--- config.mk ---
export PLATFORM = sky130hd
export DESIGN_NAME = hs_mem_arb
export DESIGN_NICKNAME = d
export VERILOG_FILES = /design/src/rtl/hs_pkg.sv /design/src/rtl/hs_rr_pick.sv /design/src/rtl/hs_mem_arb.sv
export SDC_FILE = /design/constraint.sdc
export NUM_CORES = 1
export LEC_CHECK = 0
export BUFFER_PORTS_ARGS = -buffer_cell sky130_fd_sc_hd__buf_2
export CAP_MARGIN = 20
export CORE_UTILIZATION = 36
export DETAILED_ROUTE_END_ITERATION = 12
export PLACE_DENSITY = 0.89
export SYNTH_ARGS = -nofsm -noshare
export SYNTH_HDL_FRONTEND = slang
export SYNTH_SLANG_ARGS = --single-unit
--- constraint.sdc ---
create_clock -name clk -period 3.57 [get_ports clk]
set_input_delay 0.714 -clock clk [delete_from_list [all_inputs] [get_ports clk]]
set_output_delay 0.714 -clock clk [all_outputs]
set_load 0.05 [all_outputs]
--- src/rtl/hs_pkg.sv ---
// hs_pkg: shared state encoding and command codes for the handshake memory arbiter.
package hs_pkg;
  typedef enum logic [1:0] {ARB = 2'd0, HOLD = 2'd1, RD_WAIT = 2'd2} state_t;
  localparam logic CMD_WR = 1'b1;
  localparam logic CMD_RD = 1'b0;
endpackage

--- src/rtl/hs_rr_pick.sv ---
// hs_rr_pick: 2-way round-robin pick; HS_ARB_FIXED_PRIO_EN makes requester 0 win every tie.
module hs_rr_pick (
  input  logic [1:0] valid,
  input  logic       last,
  output logic       winner
);
`ifdef HS_ARB_FIXED_PRIO_EN
  logic unused_last;
  assign unused_last = last;
  assign winner = ~valid[0];
`else
  assign winner = &valid ? ~last : valid[1];
`endif
endmodule

--- src/rtl/hs_mem_arb.sv ---
// hs_mem_arb: two-requester arbiter for a single-outstanding valid/ready memory.
// Tie policy selected by HS_ARB_FIXED_PRIO_EN (see hs_rr_pick).
module hs_mem_arb
  import hs_pkg::*;
#(
  parameter int DATA_WD = 4,
  parameter int ADDR_WD = 4
) (
  input  logic                 clk,
  input  logic                 rstn,
  input  logic [1:0]           req_valid,
  input  logic [1:0]           req_cmd,
  input  logic [2*ADDR_WD-1:0] req_addr,
  input  logic [2*DATA_WD-1:0] req_wdata,
  output logic [1:0]           req_ready,
  output logic [1:0]           rsp_valid,
  output logic [DATA_WD-1:0]   rsp_data,
  input  logic [1:0]           rsp_ready,
  output logic                 mem_valid,
  output logic                 mem_cmd,
  output logic [ADDR_WD-1:0]   mem_addr,
  output logic [DATA_WD-1:0]   mem_wdata,
  input  logic                 mem_ready,
  input  logic                 mem_rvalid,
  input  logic [DATA_WD-1:0]   mem_rdata,
  output logic                 mem_rready
);
  state_t state_q, state_d;
  logic last_q, last_d, owner_q, owner_d;
  logic winner, sel, active, rd, cmd_fire, rsp_fire;

  hs_rr_pick u_pick (.valid(req_valid), .last(last_q), .winner(winner));

  always_comb begin
    rd = state_q == RD_WAIT;
    sel = state_q == HOLD ? owner_q : winner;
    active = state_q == ARB ? |req_valid : state_q == HOLD && req_valid[owner_q];
    mem_valid = active;
    mem_cmd = active & req_cmd[sel];
    mem_addr = !active ? '0 : sel ? req_addr[2*ADDR_WD-1:ADDR_WD] : req_addr[ADDR_WD-1:0];
    mem_wdata = !active ? '0 : sel ? req_wdata[2*DATA_WD-1:DATA_WD] : req_wdata[DATA_WD-1:0];
    req_ready = active ? {sel, ~sel} & {2{mem_ready}} : 2'b00;
    rsp_valid = rd ? {owner_q, ~owner_q} & {2{mem_rvalid}} : 2'b00;
    rsp_data = rd ? mem_rdata : '0;
    mem_rready = rd & rsp_ready[owner_q];
    cmd_fire = mem_valid & mem_ready;
    rsp_fire = mem_rvalid & mem_rready;
    state_d = state_q;
    last_d = last_q;
    owner_d = owner_q;
    if (rd) state_d = rsp_fire ? ARB : RD_WAIT;
    else if (!active) state_d = ARB;
    else if (cmd_fire) begin
      state_d = mem_cmd == CMD_WR ? ARB : RD_WAIT;
      last_d = sel;
      owner_d = mem_cmd == CMD_RD ? sel : owner_q;
    end else begin
      state_d = HOLD;
      owner_d = sel;
    end
  end

  // last resets to 1 so requester 0 wins the first tie
  always_ff @(posedge clk or negedge rstn) begin
    if (!rstn) begin
      state_q <= ARB;
      last_q <= 1'b1;
      owner_q <= 1'b0;
    end else begin
      state_q <= state_d;
      last_q <= last_d;
      owner_q <= owner_d;
    end
  end
endmodule

==> results of run 1 <==
## kinds of logic (layout without fill, tap and decap cells)
family	after synthesis	count (layout)	share of synthesized area [%]
AND/OR/NAND/NOR	26	26	31.1
AO/OA/AOI/OAI	8	8	13.6
flip-flops	4	4	21.1
multiplexers	12	12	26.1
buffers and inverters	6	57	8.09
## final timing paths
check	startpoint	endpoint	slack [ps]	depth (start not counted)
worst max-delay path	req_valid[0]	mem_wdata[3]	970	6
worst min-delay path	rstn	state_q[1]$_DFF_PN0_	280	1
worst max register to register	owner_q$_DFFE_PN0P_	last_q$_DFFE_PN1P_	1880	5
worst min register to register	last_q$_DFFE_PN1P_	last_q$_DFFE_PN1P_	650	1
max in group asynchronous	rstn	last_q$_DFFE_PN1P_	3080	1
min in group clk	last_q$_DFFE_PN1P_	last_q$_DFFE_PN1P_	650	1
## cells in the mapped netlist
library cell	count	area, sq um
mux2i_2	1	13.8
buf_2	1	5.00
mux2i_1	10	100
nand2b_1	1	6.26
o21a_1	1	7.51
and2b_2	1	8.76
a21oi_1	2	10.0
and3_1	1	6.26
dfstp_2	1	26.3
buf_6	2	22.5
nor2_1	5	18.8
o21ai_1	1	5.00
a31o_1	1	8.76
and2_1	5	31.3
o221ai_2	1	15.0
dfrtp_1	3	75.1
inv_2	1	3.75
a21boi_2	1	11.3
nand2_2	1	6.26
nand2_1	2	7.51
inv_1	2	7.51
nor3_1	1	5.00
mux2_1	1	11.3
a21boi_1	1	7.51
nand2b_2	1	8.76
nor2_2	8	50.1
## layout make-up
| class | instances | area [sq um] |
|---|---|---|
| clock buffers | 4 | 26.3 |
| well taps | 14 | 17.5 |
| repair buffers | 50 | 255 |
| multi-input cells | 46 | 339 |
| fillers | 114 | 420 |
| inverters | 3 | 11.3 |
| flip-flops and latches | 4 | 101 |
## sequential cells by signal, summed over array words and instances, names as in the netlist
| register | cells |
|---|---|
| owner_q | 1 |
| last_q | 1 |
| state_q | 2 |
## stage by stage
step | utilization [%] | setup slack, ps | std cells | area [sq um]
after floorplan | - | 886 | 56 | 479
after global placement | 61.9 | 1010 | 117 | 724
after detailed placement | 61.9 | 964 | 117 | 724
after CTS | 64.1 | 962 | 121 | 751
after global routing | 64.1 | 926 | 121 | 751
final | 64.1 | 970 | 121 | 751
## critical path: cells and delay by family
family	cells	cell delay (ps)
AO/OA/AOI/OAI	2	530
buffers and inverters	3	590
AND/OR/NAND/NOR	1	50
## routing by layer
metal | track usage [%] | routed length (microns) | up-vias
met2 | 29.2 | 695 | 15
li1 | - | - | 291
met5 | 0 | 0 | -
met4 | 2.59 | 0 | 0
met1 | 21.6 | 563 | 247
met3 | 6.98 | 62 | 0
## report_power, final
part / internal [uW] / switching, uW / total (uW)
sequential: 67.1 / 20.7 / 87.8
combinational: 141 / 337 / 478
clock: 42.0 / 19.0 / 61.0
==> flow_metrics.env, run 1 <==
export IMPL_root_buffer="clkbuf_4"
export IMPL_p_per_area_nw_per_um2=836
export IMPL_cts_clk_slew_worst_paths_ps=40
export IMPL_drcViolationCount=0
export IMPL_holdCritPathClass="in2async"
export IMPL_worst_endpoint_required_ps=2860
export IMPL_fmax_mhz=385
export IMPL_grt_max_degree=13
export IMPL_dieArea_sq_um=1480
export IMPL_p_leak_uw=0.000450
export IMPL_gp_congestion=0.790
export IMPL_crit_fanout=7
export IMPL_num_rows=12
export IMPL_max_stage_delay_ps=380
export IMPL_final_cell_mix="48 x buf_2, 10 x mux2i_1, 8 x nor2_2"
export IMPL_drt_iter0_markers=1
export IMPL_core_area_sq_um=1170
export IMPL_finalCritPeriodShare_pct=72.8
export IMPL_synthesis_nets=86
export IMPL_dp_hpwl_mm=1.09
export IMPL_yosysWarnings=0
export IMPL_crit_path_end_kind="output port"
export IMPL_clockBufferDepth=2
export IMPL_cts_max_level=1
export IMPL_io_buffers=48
export IMPL_grt_pass1_vias=425
export IMPL_ys_seq_area_share_pct=21.1
export IMPL_die_height_microns=38.5
export IMPL_cts_sinks=4
export IMPL_hold_violations=0
export IMPL_p_total_uw=627
export IMPL_diodes=0
export IMPL_postSynthCellCount=56
export IMPL_postCtsHoldBufs=0
export IMPL_slew_violations=0
export IMPL_totalWireLength_mm=1.32
export IMPL_final_layout_size_suffix_gt1_share_pct=64.5
export IMPL_worstSetupPathType="in2out"
export IMPL_wire_per_inst_microns=10.9
export IMPL_cts_resized=0
export IMPL_final_nets=138
export IMPL_dr_pass1_iters=2
export IMPL_cp_start_kind="primary input"
export IMPL_ys_ff_latch=4
export IMPL_grt_overflow_total=0
export IMPL_vias_per_cell=4.57
export IMPL_rsz0062_at_grt="false"
export IMPL_finalSetupViolations=0
export IMPL_clock_skew_ps=0.889
export IMPL_dr_total_vias=553
export IMPL_layout_commonest_cell="buf_2"
export IMPL_tns_ps=0
export IMPL_finalCriticalPeriod_ps=2600
export IMPL_tightest_slew_ps=440
export IMPL_synth_area_sq_um=479
export IMPL_whs_ps=281
export IMPL_initial_core_util_pct=40.9
export IMPL_path_common_cell="buf_2"
export IMPL_antenna_found_initial=0
export IMPL_maxCapViolCount=0
export IMPL_syn2layout_area_growth_pct=56.7
export IMPL_outcome="finished clean"
export IMPL_peakVddDrop_mv=0.448
export IMPL_cts_setup_buffers=0
export IMPL_post_synth_cell_area_avg_sq_um=8.56
export IMPL_arrival_ps=1890
export IMPL_insertion_delay_ps=230
export IMPL_drtAntennaViolNets=0
export IMPL_cp_slowest_cell="o221ai_2"
export IMPL_relSlewSlack_pct=70.7
export IMPL_numCtsBuffers=3
export IMPL_synth_cell_types=26
export IMPL_path_cells="buf_2 > a21boi_2 > o221ai_2 > buf_4 > nor2_2 > buf_2"
export IMPL_dieWidth_microns=38.5
export IMPL_grt_pass1_wl_mm=1.78
export IMPL_ios=49
export IMPL_cts_tree="built"
export IMPL_grtUsageTotal_pct=17.6
No activity file was read; power rests on OpenSTA's default activity.
==> run 2: changes to the inputs <==
--- a/config.mk
+++ b/config.mk
@@ -5,11 +5,12 @@
 export SDC_FILE = /design/constraint.sdc
 export NUM_CORES = 1
 export LEC_CHECK = 0
+export ABC_AREA = 1
 export BUFFER_PORTS_ARGS = -buffer_cell sky130_fd_sc_hd__buf_2
 export CAP_MARGIN = 20
-export CORE_UTILIZATION = 36
+export CORE_UTILIZATION = 33
 export DETAILED_ROUTE_END_ITERATION = 12
-export PLACE_DENSITY = 0.89
+export PLACE_DENSITY = 0.82
 export SYNTH_ARGS = -nofsm -noshare
 export SYNTH_HDL_FRONTEND = slang
 export SYNTH_SLANG_ARGS = --single-unit
==> constraint.sdc (replaced) <==
create_clock -name clk -period 2.2 [get_ports clk]
set_input_delay 0.44 -clock clk [delete_from_list [all_inputs] [get_ports clk]]
set_output_delay 0.44 -clock clk [all_outputs]
set_load 0.05 [all_outputs]
==> run 2 against run 1 <==
Net effect: critical path depth up 2; worst setup slack got worse by 850 ps; hold slack improved by 190 ps; non-clock buffer count did not move; final cell count is 29% higher; die area increased by 24%; combinational power grew 130%; cell area is 13% higher; register-to-register slack worse by 940 ps; clock power rose by 70%; critical endpoint is now mem_wdata[0]; largest power group unchanged.
==> flow_metrics.env, run 2 <==
export IMPL_cts_tree="built"
export IMPL_grtUsageTotal_pct=19.0
export IMPL_grt_overflow_total=0
export IMPL_core_area_sq_um=1540
export IMPL_dr_pass1_iters=4
export IMPL_wire_per_inst_microns=9.95
export IMPL_antenna_found_initial=0
export IMPL_final_layout_size_suffix_gt1_share_pct=60.0
export IMPL_top_regs="state_q x2, last_q x1, owner_q x1"
export IMPL_fmax_mhz=482
export IMPL_synth_top_cell_by_area="dfrtp_1"
export IMPL_post_synth_cell_area_avg_sq_um=6.27
export IMPL_slew_violations=0
export IMPL_diodes=0
export IMPL_synthesis_nets=118
export IMPL_numCtsBuffers=3
export IMPL_cts_setup_buffers=0
export IMPL_grt_max_degree=15
export IMPL_placed_cell_area_sq_um=788
export IMPL_dr_total_vias=717
export IMPL_root_buffer="clkbuf_4"
export IMPL_synthArstFlopShare_pct=100
export IMPL_totalWireLength_mm=1.55
export IMPL_die_height_microns=42.9
export IMPL_tns_ps=0
export IMPL_rsz0062_at_grt="false"
export IMPL_top_register="state_q"
export IMPL_finalCritPeriodShare_pct=94.4
export IMPL_dp_hpwl_mm=1.33
export IMPL_final_cell_mix="40 x buf_2, 19 x nand2_1, 15 x nor2_1"
export IMPL_tightest_slew_ps=258
export IMPL_synth_area_sq_um=552
export IMPL_max_stage_delay_ps=530
export IMPL_worst_endpoint_required_ps=1760
export IMPL_yosysMostFrequentCell="nand2_1"
export IMPL_largest_reg_flops=2
export IMPL_p_leak_uw=0.000500
export IMPL_ys_flop_type="dfrtp_1"
export IMPL_arrival_ps=1640
export IMPL_num_rows=14
export IMPL_cts_clk_slew_worst_paths_ps=40
export IMPL_layout_commonest_cell="buf_2"
export IMPL_cp_slowest_cell="dfstp_2"
export IMPL_rrSetupSlack_ps=940
export IMPL_fillCellCount=145
export IMPL_grt_pass1_vias=684
export IMPL_drtAntennaViolNets=0
export IMPL_final_nets=171
export IMPL_initial_core_util_pct=35.8
export IMPL_crit_path_end_kind="output port"
export IMPL_vias_per_cell=4.60
export IMPL_finalSetupViolations=0
export IMPL_syn2layout_area_growth_pct=54.2
export IMPL_io_buffers=48
export IMPL_peakVddDrop_mv=0.757
export IMPL_ys_ff_latch=4
export IMPL_multi_input_area_sq_um=375
export IMPL_synth_cell_types=18
export IMPL_postLayoutCellArea_sq_um=851
export IMPL_holdCritPathClass="in2reg"
export IMPL_cts_sinks=4
export IMPL_grt_pass1_wl_mm=2.65
export IMPL_crit_fanout=6
export IMPL_p_per_area_nw_per_um2=1590
export IMPL_postSynthCellCount=88
export IMPL_path_cells="nand2_1 > nand2_1 > nand2_1 > nand2_4 > buf_4 > o21ai_2 > nor2_2 > clkbuf_4"
export IMPL_worstSetupPathType="reg2out"
export IMPL_clock_skew_ps=5.27
export IMPL_gp_congestion=0.702
export IMPL_clockBufferDepth=2
export IMPL_finalCriticalPeriod_ps=2080
export IMPL_drcViolationCount=0
export IMPL_cp_start_kind="flop"
export IMPL_dieWidth_microns=42.9
export IMPL_hold_violations=0
export IMPL_ys_seq_area_share_pct=18.4
export IMPL_synth_top_area_share_pct=13.6
export IMPL_insertion_delay_ps=240
export IMPL_cts_max_level=1
export IMPL_path_common_cell="nand2_1"
export IMPL_synth_common_cells="19 x nand2_1, 15 x nor2_1, 9 x nor2_2"
export IMPL_ff_latch_area_sq_um=103
export IMPL_synthTopCellsByArea="dfrtp_1 14%, nand2_1 13%, o21ai_2 13%, nor2_1 10%, nor2_2 10%"
export IMPL_maxCapViolCount=0
export IMPL_outcome="finished clean"
export IMPL_dieArea_sq_um=1840
export IMPL_ios=49
export IMPL_yosysWarnings=0
export IMPL_relSlewSlack_pct=82.9
export IMPL_synth_edf_count=0
export IMPL_drt_iter0_markers=17
-- run 2: changes by cell type in the layout (fill, tap and decap cells not counted), moves of 4 or more --
cell,change
buf_2,-8
and2_1,-5
nor2_1,+10
inv_1,+6
inv_2,+4
nand2_1,+17
mux2i_1,-10
o21ai_2,+8
nand3_1,+6
clkbuf_4,+7
-- run 2: metal layers --
| layer | vias up | track usage [%] | wire (microns) |
|---|---|---|---|
| met5 | - | 0 | 0 |
| met4 | 0 | 13.8 | 49 |
| li1 | 376 | - | - |
| met3 | 6 | 5.53 | 38 |
| met1 | 325 | 19.4 | 616 |
| met2 | 10 | 32.4 | 848 |
-- run 2: power breakdown --
group / leakage [uW] / switching (uW) / internal [uW]
logic: 0.000438 / 805 / 288
registers: 0.0000469 / 44.8 / 114
clock network: 0.0000150 / 35.6 / 68.4
total: 0.000500 / 885 / 471
-- run 2: cell families after synthesis --
kind of cell / Yosys count / synth area share, %
buffers and inverters: 15 / 14.5
and+or+nand+nor: 58 / 51.0
DFF: 4 / 18.4
AOI/OAI and AO/OA: 11 / 16.1
-- run 2: path summary, 6_finish.rpt --
path                                          start                    to  cells after the start
worst max-delay path             last_q$_DFFE_PN1P_          mem_wdata[0]                      8
worst min register to register   last_q$_DFFE_PN1P_    last_q$_DFFE_PN1P_                      2
worst min-delay path                      mem_ready  state_q[1]$_DFF_PN0_                      3
worst max register to register  owner_q$_DFFE_PN0P_   owner_q$_DFFE_PN0P_                      8
min in group asynchronous                      rstn  state_q[0]$_DFF_PN0_                      2
max in group asynchronous                      rstn    last_q$_DFFE_PN1P_                      2
-- run 2: final cells by class --
class,instances,area share (%)
multi-input combinational,69,44.1
timing repair buffer,50,32.6
sequential,4,12.1
inverter,13,5.74
clock buffer,4,3.09
tap,16,2.35
-- run 2: through the flow --
stage / hold slack [ps] / cells / worst slack (ps) / utilization, % / total power (uW)
finish: 471 / 156 / 124 / 55.2 / 1360
global route: 492 / 156 / 3.54 / 55.2 / 1460
detailed placement: 250 / 151 / 263 / 51.1 / 1220
floorplan: 144 / 88 / 79.0 / - / 1060
CTS: 473 / 156 / 31.6 / 53.5 / 1330
global placement: 244 / 151 / 296 / 51.1 / 1200
-- run 2: repair_timing --
action	CTS	global route
gates resized for setup	0	11
setup endpoints to repair	0	10
hold buffers	1	0
endpoints found under the hold margin	3	0
-- run 2: critical path, delay by kind of cell, from the launching register on --
family / cells / cell delay, ps
flops: 1 / 530
simple gates: 5 / 400
buf+inv: 2 / 400
compound gates: 1 / 60
